`config.mk`:
```
export PLATFORM = sky130hd
export DESIGN_NAME = ttt_game_ctrl
export DESIGN_NICKNAME = d
export VERILOG_FILES = /design/src/rtl/ttt_pkg.sv /design/src/rtl/ttt_win_check.sv /design/src/rtl/ttt_game_ctrl.sv
export SDC_FILE = /design/constraint.sdc
export NUM_CORES = 1
export LEC_CHECK = 0
export ABC_CLOCK_PERIOD_IN_PS = 2300
export CAP_MARGIN = 20
export CORE_MARGIN = 4
export CORE_UTILIZATION = 40
export DETAILED_ROUTE_END_ITERATION = 8
export GPL_TIMING_DRIVEN = 1
export PLACE_DENSITY = 0.73
export SLEW_MARGIN = 20
export SYNTH_ARGS = -nofsm -noshare
export SYNTH_HDL_FRONTEND = slang
export SYNTH_HIERARCHICAL = 1
export SYNTH_SLANG_ARGS = --single-unit
```
`constraint.sdc`:
```
create_clock -name clk -period 2.3 [get_ports clk]
set_input_delay 0.46 -clock clk [delete_from_list [all_inputs] [get_ports clk]]
set_output_delay 0.46 -clock clk [all_outputs]
set_load 0.005 [all_outputs]
```
`src/rtl/ttt_pkg.sv`:
```
// Shared types and constants for the tic-tac-toe referee.
package ttt_pkg;

  typedef enum logic [1:0] {
    PLAY  = 2'd0,
    CHECK = 2'd1,
    DONE  = 2'd2
  } state_t;

  localparam int unsigned NUM_CELLS = 9;

  localparam logic [1:0] WHO_NONE = 2'b00;
  localparam logic [1:0] WHO_P1   = 2'b01;
  localparam logic [1:0] WHO_P2   = 2'b10;

  // Rows, columns, then the two diagonals; bit i = cell i, row-major.
  localparam logic [NUM_CELLS-1:0] WIN_MASK [0:7] = '{
    9'h007, 9'h038, 9'h1C0,
    9'h049, 9'h092, 9'h124,
    9'h111, 9'h054
  };

endpackage

```
`src/rtl/ttt_win_check.sv`:
```
// Combinational line detector: flags any win mask fully covered by the board.
module ttt_win_check
  import ttt_pkg::*;
(
  input  logic [NUM_CELLS-1:0] board,
  output logic                 win
);

  // OR together the eight full-line matches.
  always_comb begin
    win = 1'b0;
    for (int i = 0; i < 8; i++) begin
      if ((board & WIN_MASK[i]) == WIN_MASK[i]) win = 1'b1;
    end
  end

endmodule

```
`src/rtl/ttt_game_ctrl.sv`:
```
// Tic-tac-toe referee: validates moves, alternates turns, detects win/draw.
// state | meaning
// PLAY  | waiting for a move from the player in turn
// CHECK | one cycle: evaluate the mover's board for win / full board
// DONE  | game finished, outputs frozen until restart
module ttt_game_ctrl
  import ttt_pkg::*;
#(
  parameter logic FIRST_PLAYER = 1'b0
) (
  input  logic                 clk,
  input  logic                 rst_n,
  input  logic                 restart,
  input  logic                 move_valid,
  input  logic [3:0]           move_pos,
  output logic                 turn,
  output logic [1:0]           who,
  output logic                 draw,
  output logic                 game_over,
  output logic                 illegal,
  output logic [NUM_CELLS-1:0] board_p1,
  output logic [NUM_CELLS-1:0] board_p2,
  output logic [3:0]           move_cnt
);

  state_t                 state, state_n;
  logic                   turn_n, draw_n, game_over_n, illegal_n;
  logic [1:0]             who_n;
  logic [NUM_CELLS-1:0]   board_p1_n, board_p2_n;
  logic [3:0]             move_cnt_n;
  logic [NUM_CELLS-1:0]   cell_mask;
  logic                   cell_free;
  logic                   win;

  // Out-of-range positions shift the one-hot off the top, giving an empty mask.
  assign cell_mask = 9'(1) << move_pos;
  assign cell_free = (move_pos < 4'(NUM_CELLS)) && ((cell_mask & (board_p1 | board_p2)) == '0);

  ttt_win_check u_win_check (
    .board (turn ? board_p2 : board_p1),
    .win   (win)
  );

  // State and registered outputs.
  always_ff @(posedge clk or negedge rst_n) begin
    if (!rst_n) begin
      state     <= PLAY;
      turn      <= FIRST_PLAYER;
      who       <= WHO_NONE;
      draw      <= 1'b0;
      game_over <= 1'b0;
      illegal   <= 1'b0;
      board_p1  <= '0;
      board_p2  <= '0;
      move_cnt  <= '0;
    end else begin
      state     <= state_n;
      turn      <= turn_n;
      who       <= who_n;
      draw      <= draw_n;
      game_over <= game_over_n;
      illegal   <= illegal_n;
      board_p1  <= board_p1_n;
      board_p2  <= board_p2_n;
      move_cnt  <= move_cnt_n;
    end
  end

  // Next-state and next-output decode; restart overrides everything.
  always_comb begin
    state_n     = state;
    turn_n      = turn;
    who_n       = who;
    draw_n      = draw;
    game_over_n = game_over;
    illegal_n   = 1'b0;
    board_p1_n  = board_p1;
    board_p2_n  = board_p2;
    move_cnt_n  = move_cnt;

    if (restart) begin
      state_n     = PLAY;
      turn_n      = FIRST_PLAYER;
      who_n       = WHO_NONE;
      draw_n      = 1'b0;
      game_over_n = 1'b0;
      board_p1_n  = '0;
      board_p2_n  = '0;
      move_cnt_n  = '0;
    end else begin
      case (state)
        PLAY: begin
          if (move_valid) begin
            if (!cell_free) begin
              illegal_n = 1'b1;
            end else begin
              if (turn) board_p2_n = board_p2 | cell_mask;
              else      board_p1_n = board_p1 | cell_mask;
              move_cnt_n = move_cnt + 4'd1;
              state_n    = CHECK;
            end
          end
        end
        CHECK: begin
          // Win is tested before the full board so a winning ninth move is a win.
          if (win) begin
            who_n       = turn ? WHO_P2 : WHO_P1;
            game_over_n = 1'b1;
            state_n     = DONE;
          end else if (move_cnt == 4'(NUM_CELLS)) begin
            draw_n      = 1'b1;
            game_over_n = 1'b1;
            state_n     = DONE;
          end else begin
            turn_n  = ~turn;
            state_n = PLAY;
          end
        end
        DONE: begin
          state_n = DONE;
        end
        default: begin
          state_n = PLAY;
        end
      endcase
    end
  end

endmodule
```
==> impl_metrics.py <==
metrics = {
    "sta": {
        "slew_violations": 0,
        "slew_headroom": 0.744,
        "grt_setup_unrepaired": "yes",
        "worst_pin_slew_ns": 0.379,
        "fin_crit_sh": 0.968,
        "max_freq_ghz": 0.449,
        "fin_skew_ns": 0.00687,
        "fin_crit_ns": 2.23,
        "setup_viol": 0,
        "holdWs_ns": 0.508,
        "hold_violations": 0,
    },
    "setup_path": {
        "timing.rr.end": "turn$_DFFE_PN0P_",
        "cp.required_ns": 2.50,
        "ff2ff_setup_slack_ns": 0.21,
        "end_kind": "register",
        "critPathMaxFanout": 11,
        "start_kind": "primary input",
        "crit_start": "move_pos[1]",
        "reg2reg_depth": 9,
        "rr_startpoint": "turn$_DFFE_PN0P_",
        "cp.arrival_ns": 2.43,
        "path_class": "primary input to register",
        "crit_end": "move_cnt[3]$_DFFE_PN0P_",
    },
    "route": {
        "via_per_inst": 5.35,
        "drc": 0,
        "dr.pass1.iters": 4,
        "routed_wl_microns": 4270,
        "wl_per_cell_microns": 15.0,
        "drt_iter0_drc": 89,
        "ant_nets": 0,
        "vias": 1526,
    },
    "synth": {
        "synth-compound-area-share": 0.217,
        "synthSimpleGateAreaFrac": 0.211,
        "synth_area_sq_um": 1650,
        "ys_seq_area_frac": 0.455,
        "ys_ff_latch": 30,
        "syn_area_per_cell_sq_um": 8.93,
        "synthAdderAreaFrac": 0.0152,
        "yosys.area.top_type": "dfrtp_1",
        "netlist_instances": 185,
        "ys.flop_type": "dfrtp_1",
        "synth.distinct_cells": 42,
        "synth_commonest_cells": "dfrtp_1, nand2_1, inv_1, nor2_1, o21ai_0",
        "syn_nets": 195,
        "synth.top_cell.area_share": 0.455,
        "yosys-top-cells-area": "dfrtp_1, nand2_1, inv_1",
        "synth_warnings": 6,
        "synth_top_family_by_area": "compound AO/OA/AOI/OAI gates",
        "synth-xor-area-share": 0.00530,
        "synthArstFlopShare": 1.00,
        "synthMuxAreaShare": 0.0205,
        "yosysMostFrequentCell": "dfrtp_1",
        "synth_edf_count": 0,
    },
    "placement": {
        "placed_cell_area_sq_um": 2140,
        "portBuffers": 35,
        "dp_hpwl_microns": 3050,
        "gp_congestion": 0.885,
    },
    "cells_and_area": {
        "nNetsFinal": 244,
        "drive_gt1_frac": 0.140,
        "antennaDiodeCount": 0,
        "fin_util": 0.568,
        "design_area_sq_um": 2270,
        "syn2layout_area_growth_pct": 37.7,
    },
    "grt": {
        "grt_use_total": 0.182,
        "grt_pass1_wl_microns": 7310,
        "antenna_found_initial": 0,
        "globalRoute.totalOverflow": 0,
        "first_global_vias": 1508,
        "grt_max_degree": 32,
    },
    "power_and_ir_drop": {
        "total_power_mw": 1.14,
        "leakage_nw": 0.919,
        "powerDensity_nw_per_um2": 499,
        "peakVddDrop_mv": 0.431,
    },
    "cts": {
        "clkTransAtPathRegs_ns": 0.06,
        "cts-root-buf": "clkbuf_8",
        "holdBufCountCts": 0,
        "cts.sinks": 30,
        "clockBufferDepth": 2,
        "htreeDepth": 2,
        "clk_latency_ns": 0.28,
        "cts_tree": "built",
        "numCtsBuffers": 5,
    },
    "floorplan": {
        "pin_count": 36,
        "fp.coreArea_sq_um": 4000,
        "start_util": 0.413,
        "die_y_microns": 72.3,
        "row_count": 23,
        "die_w_microns": 72.3,
        "dieArea_sq_um": 5220,
    },
    "hold_path": {
        "hold_path_class": "register to register",
        "hold_start": "draw$_DFFE_PN0P_",
    },
    "outcome": {
        "status": "finished clean",
    },
    "run": {
        "drv_cap": 0,
    },
}
area by class of cell:
type,count,area [sq um]
Clock buffer,7,86.3
Clock inverter,1,5.00
Fill cell,362,1730
Inverter,20,75.1
Multi-Input combinational cell,126,811
Sequential cell,30,751
Tap cell,50,62.6
Timing Repair Buffer,51,483
per-stage QoR:
step / std cells / TNS, ns / setup slack (ns)
after floorplan: 185 / 0 / 0.176
after global placement: 276 / -2.51 / -0.180
after detailed placement: 276 / -3.37 / -0.223
after CTS: 284 / 0 / 0.0475
after global routing: 285 / 0 / 0.000111
final: 285 / 0 / 0.0743
sequential cells by signal (all words and copies together) (netlist names):
| register | flops |
|---|---|
| draw | 1 |
| move_cnt | 4 |
| state | 2 |
| board_p2 | 9 |
| illegal | 1 |
| who | 2 |
| board_p1 | 9 |
| game_over | 1 |
| turn | 1 |
what timing repair did:
action | 4_1_cts | 5_1_grt
endpoints found under the setup margin | 0 | 2
gates resized for setup | 0 | 4
setup buffers | 0 | 1
cells in the final DEF, fill, tap and decap left out, drive strengths merged, types with 5 or more instances in the layout:
master	instances
nor2	16
clkbuf	7
dfrtp	30
buf	16
o21ai	10
nand2b	5
o22ai	9
nand2	22
clkdlybuf4s50	35
nand3	5
a21oi	7
o32ai	6
inv	20
logic make-up (layout without fill, tap and decap cells):
kind of cell | after synthesis | after routing
AND/OR/NAND/NOR | 70 | 70
AO/OA/AOI/OAI | 50 | 50
flip-flops | 30 | 30
buffers and inverters | 29 | 79
multiplexers | 3 | 3
adder cells (fa/ha/maj) | 2 | 2
XOR/XNOR | 1 | 1
power by group:
group          switching [mW]  internal, mW  leakage, nW
logic                  0.0854        0.0750        0.454
registers             0.00856         0.535        0.417
clock network           0.190         0.241       0.0482
worst min path at each step:
stage,cells after the start,end
finish,2,draw$_DFFE_PN0P_
global route,2,game_over$_DFFE_PN0P_
CTS,2,draw$_DFFE_PN0P_
detailed placement,2,draw$_DFFE_PN0P_
global placement,2,draw$_DFFE_PN0P_
floorplan,0,board_p1[0]$_DFFE_PN0P_
worst max-delay path, stage by stage:
cell and delay, ns:
clkdlybuf4s50_1 0.39, buf_4 0.17, o41ai_2 0.30, o311a_1 0.30, o221ai_4 0.13, or4_1 0.52, a21oi_1 0.15
layer usage:
metal	track usage	part of all wire	up-vias
li1	-	-	751
met3	0.0443	0.057	11
met5	0	0	-
met4	0.0772	0.024	0
met1	0.256	0.45	707
met2	0.265	0.47	57
No activity file was read; power rests on OpenSTA's default activity.
